### src/rtl/fnd_pkg.sv
// rtl/fnd_pkg.sv - shared constants and helpers for the 7-segment scan display
package fnd_pkg;

  localparam int FND_DIGITS = 4;
  localparam int DP_BIT     = 7;

  // Active-low segment codes {dp,g,f,e,d,c,b,a}, decimal point off
  localparam logic [7:0] FONT_0     = 8'hC0;
  localparam logic [7:0] FONT_1     = 8'hF9;
  localparam logic [7:0] FONT_2     = 8'hA4;
  localparam logic [7:0] FONT_3     = 8'hB0;
  localparam logic [7:0] FONT_4     = 8'h99;
  localparam logic [7:0] FONT_5     = 8'h92;
  localparam logic [7:0] FONT_6     = 8'h82;
  localparam logic [7:0] FONT_7     = 8'hF8;
  localparam logic [7:0] FONT_8     = 8'h80;
  localparam logic [7:0] FONT_9     = 8'h90;
  localparam logic [7:0] FONT_BLANK = 8'hFF;

  // Largest value four decimal digits can show
  localparam logic [13:0] VALUE_MAX = 14'd9999;

  function automatic logic [13:0] sat_value(input logic [13:0] v);
    return (v > VALUE_MAX) ? VALUE_MAX : v;
  endfunction

  function automatic logic [7:0] font_of(input logic [3:0] d);
    case (d)
      4'd0:    return FONT_0;
      4'd1:    return FONT_1;
      4'd2:    return FONT_2;
      4'd3:    return FONT_3;
      4'd4:    return FONT_4;
      4'd5:    return FONT_5;
      4'd6:    return FONT_6;
      4'd7:    return FONT_7;
      4'd8:    return FONT_8;
      4'd9:    return FONT_9;
      default: return FONT_BLANK;
    endcase
  endfunction

endpackage

### src/rtl/fnd_tick_gen.sv
// rtl/fnd_tick_gen.sv - free-running prescaler producing a one-cycle tick every DIV clocks
module fnd_tick_gen #(
  parameter int DIV = 100_000
) (
  input  logic clk,
  input  logic rst,
  output logic tick
);

  localparam int          CW   = (DIV > 1) ? $clog2(DIV) : 1;
  localparam logic [CW-1:0] LAST = CW'(DIV - 1);

  logic [CW-1:0] cnt_q, cnt_d;

  assign tick = (cnt_q == LAST);

  // Count 0..DIV-1 and wrap; tick marks the last count of each period
  always_comb begin
    cnt_d = tick ? '0 : cnt_q + CW'(1);
  end

  // Prescaler register, cleared asynchronously so a reset restarts a full period
  always_ff @(posedge clk or posedge rst) begin
    if (rst) begin
      cnt_q <= '0;
    end else begin
      cnt_q <= cnt_d;
    end
  end

endmodule

### src/rtl/fnd_scan_controller.sv
// rtl/fnd_scan_controller.sv - 4-digit multiplexed common-anode 7-segment driver
module fnd_scan_controller
  import fnd_pkg::*;
#(
  parameter int CLK_HZ   = 100_000_000,
  parameter int SCAN_HZ  = 1000,
  parameter int BLANK_LZ = 0
) (
  input  logic        clk,
  input  logic        rst,
  input  logic [13:0] count_data,
  input  logic [3:0]  dp_en,
  output logic [3:0]  fndCom,
  output logic [7:0]  fndFont
);

  localparam int DIV = CLK_HZ / SCAN_HZ;

  logic                        tick;
  logic [1:0]                  sel_q, sel_d;
  logic [3:0]                  com_q, com_d;
  logic [7:0]                  font_q, font_d;
  logic [13:0]                 value;
  logic [FND_DIGITS-1:0][3:0]  digit;
  logic [FND_DIGITS-1:0]       blank;

  fnd_tick_gen #(
    .DIV (DIV)
  ) u_tick_gen (
    .clk  (clk),
    .rst  (rst),
    .tick (tick)
  );

  // Clamp to the displayable range and split into decimal digits
  always_comb begin
    value    = sat_value(count_data);
    digit[0] = 4'(value % 14'd10);
    digit[1] = 4'((value / 14'd10) % 14'd10);
    digit[2] = 4'((value / 14'd100) % 14'd10);
    digit[3] = 4'(value / 14'd1000);
  end

  // Leading-zero suppression: a digit blanks only when it and every higher digit are zero
  always_comb begin
    blank = '0;
    if (BLANK_LZ != 0) begin
      blank[3] = (digit[3] == 4'd0);
      blank[2] = (digit[3] == 4'd0) && (digit[2] == 4'd0);
      blank[1] = (digit[3] == 4'd0) && (digit[2] == 4'd0) && (digit[1] == 4'd0);
    end
  end

  // Next digit select and the common/segment pattern for that digit
  always_comb begin
    sel_d          = tick ? sel_q + 2'd1 : sel_q;
    com_d          = ~(4'b0001 << sel_d);
    font_d         = blank[sel_d] ? FONT_BLANK : font_of(digit[sel_d]);
    font_d[DP_BIT] = ~dp_en[sel_d];
  end

  // Select and both outputs update on the same edge so commons and segments never skew
  always_ff @(posedge clk or posedge rst) begin
    if (rst) begin
      sel_q  <= 2'd0;
      com_q  <= 4'b1111;
      font_q <= FONT_BLANK;
    end else begin
      sel_q  <= sel_d;
      com_q  <= com_d;
      font_q <= font_d;
    end
  end

  assign fndCom  = com_q;
  assign fndFont = font_q;

endmodule
### config.mk
export PLATFORM = sky130hd
export DESIGN_NAME = fnd_scan_controller
export DESIGN_NICKNAME = d
export VERILOG_FILES = /design/src/rtl/fnd_pkg.sv /design/src/rtl/fnd_tick_gen.sv /design/src/rtl/fnd_scan_controller.sv
export SDC_FILE = /design/constraint.sdc
export NUM_CORES = 1
export LEC_CHECK = 0
export ABC_AREA = 1
export BUFFER_PORTS_ARGS = -buffer_cell sky130_fd_sc_hd__buf_2
export CELL_PAD_IN_SITES_DETAIL_PLACEMENT = 1
export CELL_PAD_IN_SITES_GLOBAL_PLACEMENT = 1
export CORE_ASPECT_RATIO = 1.1
export CORE_MARGIN = 1
export CORE_UTILIZATION = 44
export DETAILED_ROUTE_END_ITERATION = 6
export HOLD_SLACK_MARGIN = 0.08
export PLACE_DENSITY_LB_ADDON = 0.12
export RECOVER_POWER = 25
export SLEW_MARGIN = 20
export SYNTH_ARGS = -nofsm -noshare
export SYNTH_HDL_FRONTEND = slang
export SYNTH_SLANG_ARGS = --single-unit
### constraint.sdc
create_clock -name clk -period 3.95 [get_ports clk]
set_input_delay 0.5925 -clock clk [delete_from_list [all_inputs] [get_ports clk]]
set_output_delay 0.5925 -clock clk [all_outputs]
set_load 0.02 [all_outputs]
==> results.txt, run 1 <==
* Error text reported by the tool: [ERROR DPL-0033] detailed placement checks failed during check placement.
- For this configuration, the core starts out at a cell density of 45.76%.
- The most used flip-flop cell after synthesis is sky130_fd_sc_hd__dfrtp_1.
- Sequential element share of the synthesized area: 17.39%
- Top-area cell type share of the netlist area: 16.18%
- Synthesis warning total: 0
- Unique cell type count in the Yosys netlist: 53
- Number of standard cells after synthesis: 749
- Summing every instance area after synthesis gives 4547 um^2.
- Post-CTS Resized: 94
- sky130_fd_sc_hd__nand2_1 is the most common cell in the netlist.
* Post-synth net total: 784
- The die is 98.93 um wide.
- CTS Sinks: 31
- Pin placement for this block handled 32 I/O pins.
* Mean Syn Cell Area: 6.071 um^2
- FP Rows: 38
- The wire-length estimate of the detail-placed layout is 16,180 um.
* Post-synth top area cell: sky130_fd_sc_hd__nand2_1
- It got as far as clock tree synthesis and failed there.
- I/O Buffers: 31
- For this design, the CTS-stage hold fixing added 0 buffers.
- CTS H-tree depth: 2
- The tree is rooted in a sky130_fd_sc_hd__clkbuf_8.
- Sorting the synthesized cells by how often they occur yields sky130_fd_sc_hd__nand2_1, sky130_fd_sc_hd__inv_1, sky130_fd_sc_hd__nor2_1.
* Placer's final routability congestion estimate: 0.9466
- Total placed instance area: 6146 um^2
- Clock buffer count from CTS: 5
- The synthesized design contains 0 enable-type register cells.
- Share of flip-flops with an asynchronous set or reset: 100.0%
- Ranked by total cell area, the synthesized netlist is headed by sky130_fd_sc_hd__nand2_1, sky130_fd_sc_hd__dfrtp_1, sky130_fd_sc_hd__inv_1.
* Register bit total from synthesis: 31
- Once the clock tree was built, the setup fixing pass inserted 26 buffers.
- CTS max path bufs: 2
* Outcome: stopped before the end
* Vertical die dimension: 108.6 um
-- per-stage QoR --
step | cells | setup slack, ns
2_1_floorplan | 749 | -1.891
3_5_place_dp | 1054 | -2.939
3_3_place_gp | 1054 | -2.075
-- cells by family after synthesis --
kind of cell             synth area share [%]
AND/OR/NAND/NOR                         52.15
buffers and inverters                   10.98
AO/OA/AOI/OAI                           11.31
flip-flops                              17.39
XOR/XNOR                                4.045
adder cells (fa/ha/maj)                 4.128
==> inputs of run 2 (changes only) <==
CELL_PAD_IN_SITES_DETAIL_PLACEMENT = not set   (was 1)
CELL_PAD_IN_SITES_GLOBAL_PLACEMENT = not set   (was 1)
CORE_ASPECT_RATIO = not set   (was 1.1)
CORE_UTILIZATION = 36   (was 44)
HOLD_SLACK_MARGIN = not set   (was 0.08)
PLACE_DENSITY_LB_ADDON = 0.15   (was 0.12)
==> run 2 against run 1 <==
  * The flow now finishes, with violations (negative setup slack)
  * Area after synthesis stayed put
  * Synthesized cell count stayed put
==> results.txt, run 2 <==
- Setup violations remaining at the end of the flow were counted as 7.
- The completed layout was analyzed and its total power is 6.695 mW.
- Worst-skew pair later-pin latency: 0.27 ns
- CTS max path bufs: 2 (unchanged)
- Nets: 1,009
- Registers are responsible for 6.3% of the overall power.
- Final clock skew: 0.006600 ns
- Entering global routing, the biggest net connects 21 pins.
- Number of global-route vias before repair: 5,210
* Top-area cell type share of the netlist area: 16.18% (unchanged)
* Headroom to the max-slew limit: 27.90%
- The die covers 13,080 um^2.
* Max Freq: 0.1664 GHz
- Unique cell type count in the Yosys netlist: 53 (unchanged)
* Summed area of non-filler cells in the final layout: 7067 um^2
- After detailed routing, the average wire length per cell comes to 11.61 um.
- By instance count, the cell type seen most on the critical path is sky130_fd_sc_hd__nand2_4.
- For this run, the number of standard cells in the final layout without fillers is 1,143.
- Worst endpoint required time: 4.16 ns
- Of the cells placed in the final design, the portion with a size suffix greater than 1 is 44.62%.
- STA classifies the critical path endpoint as a flop.
- In this run the worst path has a maximum fanout of 7.
- The routed design has 13,270 um of wire.
* PwrDens: 947.4 nW/um^2
* Outcome: finished with violations (was stopped before the end)
* Vertical die dimension: 114.4 um (was 108.6 um)
- The detailed router finished its first iteration with 294 violations.
- The share of the yosys chip area belonging to registers was 17.39% (unchanged).
- Post-synth top cells: sky130_fd_sc_hd__nand2_1, sky130_fd_sc_hd__inv_1, sky130_fd_sc_hd__nor2_1 (unchanged).
* Final setup TNS: -14.16 ns
- After global routing the overflow that remains totals 0.
* Mean Syn Cell Area: 6.071 um^2 (unchanged)
- The clock root buffer master is sky130_fd_sc_hd__clkbuf_16 (was sky130_fd_sc_hd__clkbuf_8).
* Most used standard cell by instance count after synthesis: sky130_fd_sc_hd__nand2_1 (unchanged)
- The area growth from synthesis to layout is 55.42%.
* Period utilisation layout: 152.1%
- Register-to-register setup slack: 0.53 ns
* Worst Slack Setup Final: -2.058 ns
* P_int: 3.308 mW
* Slowest cell delay on critical path: 0.28 ns
* DPL Wire Length: 10,490 um (was 16,180 um)
* Violations in the final reports: negative setup slack
* Final number of hold-violating endpoints: 0
* Worst slack after detailed placement: -2.317 ns (was -2.939 ns)
- Placer's final routability congestion estimate: 0.9542 (was 0.9466)
- The fraction of synthesis flops using an asynchronous set or reset pin came to 100.0% (unchanged).
- The initial standard-cell utilization of the core was 37.39% (was 45.76%).
* Total of max-cap violations: 0
- The routed design could run at a clock period as short as 6.008 ns.
- Wire length of the first global-routing pass: 22,470 um
* Largest register by flop count: u_tick_gen.cnt_q
- Net switching power: 3.387 mW
- Number of ports placed on the die boundary: 32 (unchanged)
- The number of placed instances, taps included came to 1,098 (was 1,054).
- Arrival @ worst endpoint: 6.22 ns
- The pre-antenna-repair detailed-routing pass consisted of 4 iterations.
- TritonCTS built the clock tree.
- Of the total power, the share spent switching nets is 50.60%.
* Number of standard cells after synthesis: 749 (unchanged)
- Relative contribution of combinational cells to total power: 87.1%
- For this design the static power due to leakage is 3.791 nW.
- After detailed routing, the number of remaining DRC violations is 0.
* Final Max Slew Viols: 0
* Unrepaired setup endpoints after global routing: yes
- Cells taking the most area after synthesis: sky130_fd_sc_hd__nand2_1, sky130_fd_sc_hd__dfrtp_1, sky130_fd_sc_hd__inv_1 (unchanged).
- CTS Sinks: 31 (unchanged)
- Clock share of power: 6.6%
- Max rail drop VDD: 0.6208 mV
* Total routing resource utilization after global routing: 20.76%
- Number of hold buffers added after cts: 0 (unchanged)
- Share of the core filled with cells: 58.11%
- Top FF cell, synth: sky130_fd_sc_hd__dfrtp_1 (unchanged)
- CTS H-tree depth: 2 (unchanged)
- Most common cell after layout, fill and taps aside: sky130_fd_sc_hd__buf_4
- Type of the setup path with the least slack: input pin to flop
- Initial antenna violation count: 0
* Clock buffer count from CTS: 5 (unchanged)
* Total placed instance area: 6176 um^2 (was 6146 um^2)
* Register bit total from synthesis: 31 (unchanged)
- In this run the worst hold path is classified as input pin to asynchronous set/reset pin.
- The register with the most flip-flops in the layout has 17 of them.
- Number of enable-type register cells in the synthesized netlist: 0 (unchanged)
* I/O Buffers: 31 (unchanged)
- Launch instance of the worst register-to-register path: u_tick_gen.cnt_q[0]$_DFF_PP0_
- The detailed router placed 5,371 vias in this run.
- The cell taking the most area after synthesis is sky130_fd_sc_hd__nand2_1 (unchanged).
- The worst setup path is launched from an input pin.
- Worst reg-to-reg path cell count: 21
* Synthesis warning total: 0 (unchanged)
* Slew at the pin with the worst max-slew slack: 1.082 ns
- Clock-pin slew on the worst setup and hold paths: 0.05 ns
- Drt via density: 4.699
- Placeable core region: 12,160 um^2
- The combined area of all synthesized cells is 4547 um^2 (unchanged).
- 0 antenna diodes ended up in the layout.
* Cell with the largest stage delay on the worst path: sky130_fd_sc_hd__o211ai_1
* Capturing point of the worst reg2reg path: fndFont[3]$_DFF_PP1_
- Final antenna-violating net count: 0
* Worst hold slack after final layout: 0.3047 ns
* Commonest cells after routing, fill and taps aside: sky130_fd_sc_hd__buf_4, sky130_fd_sc_hd__nand2_1, sky130_fd_sc_hd__inv_1, sky130_fd_sc_hd__nor2_1, sky130_fd_sc_hd__nand3_1
* DIE WIDTH: 114.4 um (was 98.93 um)
- The net count after synthesis was 784 (unchanged).
- FP Rows: 40 (was 38)
==> run 2: cell counts after synthesis <==
Identical to the previous run, type by type.
==> run 2: worst max-delay path, delay by kind of cell <==
family,cells,cell delay [ns]
fa+ha+maj,2,0.40
buf+inv,8,0.66
compound gates,2,0.46
simple gates,46,4.08
==> run 2: per-layer routing <==
metal,up-vias,GRT usage (%),share of wire [%]
li1,2849,-,-
met1,2441,27.69,48
met2,69,36.20,47
met3,12,1.800,2.9
met4,0,4.762,1.4
met5,-,0,0
==> run 2: power groups by stage <==
stage,clock network (mW),registers [mW],logic [mW]
CTS,0.444,0.425,5.29
detailed placement,0,0.430,4.69
floorplan,0,0.482,3.14
global placement,0,0.430,4.58
global route,0.464,0.428,6.48
finish,0.439,0.423,5.83
==> run 2: kinds of logic (layout without fill, tap and decap cells) <==
kind of cell,after synthesis,in the layout,share of synthesized area [%]
compound gates,77,77,11.31
xor+xnor,21,21,4.045
fa+ha+maj,15,15,4.128
buf+inv,131,357,10.98
flops,31,31,17.39
simple gates,474,474,52.15
==> run 2: final cells by class <==
type / instances / area, um^2
repair buffers: 219 / 1595
clock inverters: 2 / 35.03
well taps: 168 / 210.2
multi-input cells: 587 / 3796
fillers: 1195 / 5095
clock buffers: 6 / 138.9
inverters: 130 / 500.5
flip-flops and latches: 31 / 790.8
==> run 2: worst max path at each step <==
| stage | cells after the start | to | from | slack, ns |
|---|---|---|---|---|
| after CTS | 60 | fndFont[3]$_DFF_PP1_ | count_data[7] | -1.85 |
| final | 58 | fndFont[3]$_DFF_PP1_ | count_data[12] | -2.06 |
| after floorplan | 59 | fndFont[3]$_DFF_PP1_ | count_data[7] | -1.89 |
| after detailed placement | 60 | fndFont[3]$_DFF_PP1_ | count_data[7] | -2.32 |
| after global routing | 58 | fndFont[3]$_DFF_PP1_ | count_data[12] | -2.54 |
| after global placement | 55 | fndFont[1]$_DFF_PP1_ | count_data[7] | -2.10 |
==> run 2: timing repair <==
item / CTS / global route
setup buffers: 22 / 15
endpoints found under the setup margin: 7 / 7
pin swaps: 46 / 41
hold endpoints to repair: 0 / 0
gates resized for setup: 58 / 46
No activity file was read; power rests on OpenSTA's default activity.
==> inputs of run 3 (changes only) <==
CORE_UTILIZATION = 51   (was 36)
MAX_ROUTING_LAYER = met4   (was not set)
==> run 3 against run 2 <==
  * The flow still finishes with violations (negative setup slack)
  * Maximum frequency decreased by 3.6%
  * Core utilization increased by 21 points
  * Sequential power about the same
  * Worst hold slack improved by 0.16 ns
  * Die area decreased by 29%
  * First-iteration DRC count decreased by 24%
  * Via count increased by 6.2%
  * Wire length increased by 8.5%
  * Sequential share of layout area increased by 0.28 points
  * Critical path type unchanged
  * Critical endpoint unchanged
==> results.txt, run 3 (synthesis gave the netlist of run 2 again) <==
* DIE AREA: 9297 um^2 (was 13,080 um^2)
- Cell leakage power: 3.765 nW (was 3.791 nW)
- The post-route cell area came to 6897 um^2 (was 7067 um^2).
- The detailed-route wire length per cell was 13.27 um (was 11.61 um).
- Clock share of power: 3.8% (was 6.6%)
- The path type of the worst setup path was input pin to flop (unchanged).
* Cell with the largest stage delay on the worst path: sky130_fd_sc_hd__nand3b_1 (was sky130_fd_sc_hd__o211ai_1)
- Nets: 1,012 (was 1,009)
* Cell type group with the largest total delay on the critical path: simple AND/OR/NAND/NOR gates (unchanged)
- Number of global-route vias before repair: 5,257 (was 5,210)
- The port buffer count is 31 (unchanged).
* Worst-skew pair later-pin latency: 0.28 ns (was 0.27 ns)
- Final clock skew: 0.01014 ns (was 0.006600 ns)
* Placeable core region: 8678 um^2 (was 12,160 um^2)
- Final number of hold-violating endpoints: 0 (unchanged)
- The placed wire-length estimate is 10,490 um (about the same).
* Final Max Slew Viols: 0 (unchanged)
- The largest fanout on the critical path is 7 (unchanged).
- The worst-case clock buffer depth is 2 (unchanged).
- Commonest cells after routing, fill and taps aside: sky130_fd_sc_hd__buf_4, sky130_fd_sc_hd__nand2_1, sky130_fd_sc_hd__inv_1, sky130_fd_sc_hd__nor2_1, sky130_fd_sc_hd__nand3_1 (unchanged).
* Vertical die dimension: 96.42 um (was 114.4 um)
- Final antenna-violating net count: 0 (unchanged)
- Number of setup violations in the final report: 7 (unchanged)
- Max Freq: 0.1604 GHz (was 0.1664 GHz)
- The headroom to the max-slew limit is 27.07% (was 27.90%).
- The most common library cell in the layout ignoring fill and taps was sky130_fd_sc_hd__buf_4 (unchanged).
- Post-placement cell count: 1,041 (was 1,098)
* Number of optimization iterations in the first detailed-route pass: 5 (was 4)
- Unrepaired setup endpoints after global routing: yes (unchanged).
- Proportion of total power due to net switching: 52.86% (was 50.60%)
- The post-synthesis to final-layout area growth is 51.68% (was 55.42%).
- P_int: 3.057 mW (was 3.308 mW)
- Final std cells w/o fill: 1,085 (was 1,143)
* Flip-flop count of the largest register, all copies and words added: 17 (unchanged)
- Most frequent cell on the critical path: sky130_fd_sc_hd__nand2_4 (unchanged)
* Crit path buffers/inverters: 7 (was 8)
- Worst Slack Setup Final: -2.285 ns (was -2.058 ns)
- The net load switching power came to 3.428 mW (was 3.387 mW).
- Clock buffer count from CTS: 5 (unchanged)
* Initial Util: 52.39% (was 37.39%)
- The critical path data arrival time was 6.46 ns (was 6.22 ns).
- The number of standard-cell rows in the floorplan came to 34 (was 40).
* Layout cell share with drive strength beyond 1: 44.01% (was 44.62%)
- Time the final worst path needs with I/O delays and setup: 6.235 ns (was 6.008 ns)
- CTS H-tree depth: 2 (unchanged)
- The combinational share of power came to 89.7% (was 87.1%).
* Root buf cell: sky130_fd_sc_hd__clkbuf_8 (was sky130_fd_sc_hd__clkbuf_16)
* Max rail drop VDD: 0.7768 mV (was 0.6208 mV)
- The number of sinks handled by clock tree synthesis was 31 (unchanged).
- The total global-route track usage was 31.12% (was 20.76%).
* Clock-pin slew on the worst setup and hold paths: 0.07 ns (was 0.05 ns)
* Number of ports placed on the die boundary: 32 (unchanged)
* Gr ovfl total: 0 (unchanged)
- Final setup TNS: -15.80 ns (was -14.16 ns)
- The total length of routed wires came to 14,400 um (was 13,270 um).
- The kind of end point of the critical path is a flop (unchanged).
- The CTS tree is built (unchanged).
- Count of routing violations after the opening detailed-route iteration: 223 (was 294)
- Largest register by flop count: u_tick_gen.cnt_q (unchanged)
* Drt via density: 5.257 (was 4.699)
- Period utilisation layout: 157.8% (was 152.1%)
- Wire length of the first global-routing pass: 22,490 um (was 22,470 um)
- The number of buffers added to fix hold violations after cts is 0 (unchanged).
- Placer's final routability congestion estimate: 0.9488 (was 0.9542)
- The setup slack at placement came to -2.370 ns (was -2.317 ns).
* Class of the worst hold path: flop to flop (was input pin to asynchronous set/reset pin)
- Violations in the final reports: negative setup slack (unchanged)
* Outcome: finished with violations (unchanged)
* DIE WIDTH: 96.42 um (was 114.4 um)
* Slowest cell delay on critical path: 0.28 ns (about the same)
- The number of antenna violations at the first check in global routing is 0 (unchanged).
- Worst hold slack after final layout: 0.4689 ns (was 0.3047 ns)
* Slew at the pin with the worst max-slew slack: 1.093 ns (was 1.082 ns)
- The DRC violation count after routing is 0 (unchanged).
- The via count of the routed design came to 5,704 (was 5,371).
* Total placed instance area: 6123 um^2 (was 6176 um^2)
- Total of max-cap violations: 0 (unchanged)
- Worst endpoint required time: 4.17 ns (was 4.16 ns)
- The sequential group share of total power was 6.5% (was 6.3%).
* Largest net degree at the start of global routing: 32 (was 21)
- The startpoint type of the worst setup path is an input pin (unchanged).
- The number of antenna cells inserted was 0 (unchanged).
- PwrDens: 940.3 nW/um^2 (was 947.4 nW/um^2)
## run 3: routing by layer
layer / vias to the layer above / track usage, % / share of wire [%]
met1: 2635 / 37.58 / 43
met2: 181 / 55.20 / 50
met3: 30 / 2.426 / 4.2
met5: - / - / 0
li1: 2858 / - / -
met4: 0 / 9.436 / 2.2
## run 3: final timing paths
| path | start | endpoint | slack [ns] | cells after the start |
|---|---|---|---|---|
| max | count_data[5] | fndFont[3]$_DFF_PP1_ | -2.28 | 56 |
| min | u_tick_gen.cnt_q[0]$_DFF_PP0_ | u_tick_gen.cnt_q[0]$_DFF_PP0_ | 0.47 | 1 |
| max reg2reg | u_tick_gen.cnt_q[0]$_DFF_PP0_ | fndFont[3]$_DFF_PP1_ | 0.44 | 21 |
| min reg2reg | u_tick_gen.cnt_q[0]$_DFF_PP0_ | u_tick_gen.cnt_q[0]$_DFF_PP0_ | 0.47 | 1 |
| max in group asynchronous | rst | u_tick_gen.cnt_q[1]$_DFF_PP0_ | 2.71 | 2 |
| min in group asynchronous | rst | u_tick_gen.cnt_q[2]$_DFF_PP0_ | 0.58 | 2 |
## run 3: layout make-up
cell class,instances,area (um^2)
clock inverter,1,5.005
fill,613,1782
multi-input combinational,587,3737
tap,108,135.1
sequential,31,790.8
inverter,130,500.5
timing repair buffer,222,1645
clock buffer,6,82.58
## run 3: what timing repair did
item                                    CTS  global route
resized for setup                        46            53
buffers inserted                         23            15
pin swaps                                23            54
endpoints found under the setup margin    7             7
## run 3: power by group through the flow
stage	logic, mW	registers, mW	clock network, mW
after floorplan	3.14	0.482	0
after global placement	4.53	0.428	0
after detailed placement	4.72	0.430	0
after CTS	5.17	0.425	0.245
after global routing	6.39	0.429	0.261
final	5.82	0.424	0.243
## run 3: through the flow
step	util (%)	power, mW
CTS	75.63	5.836
global placement	70.56	4.962
floorplan	-	3.626
detailed placement	70.56	5.154
global route	79.47	7.080
finish	79.47	6.485
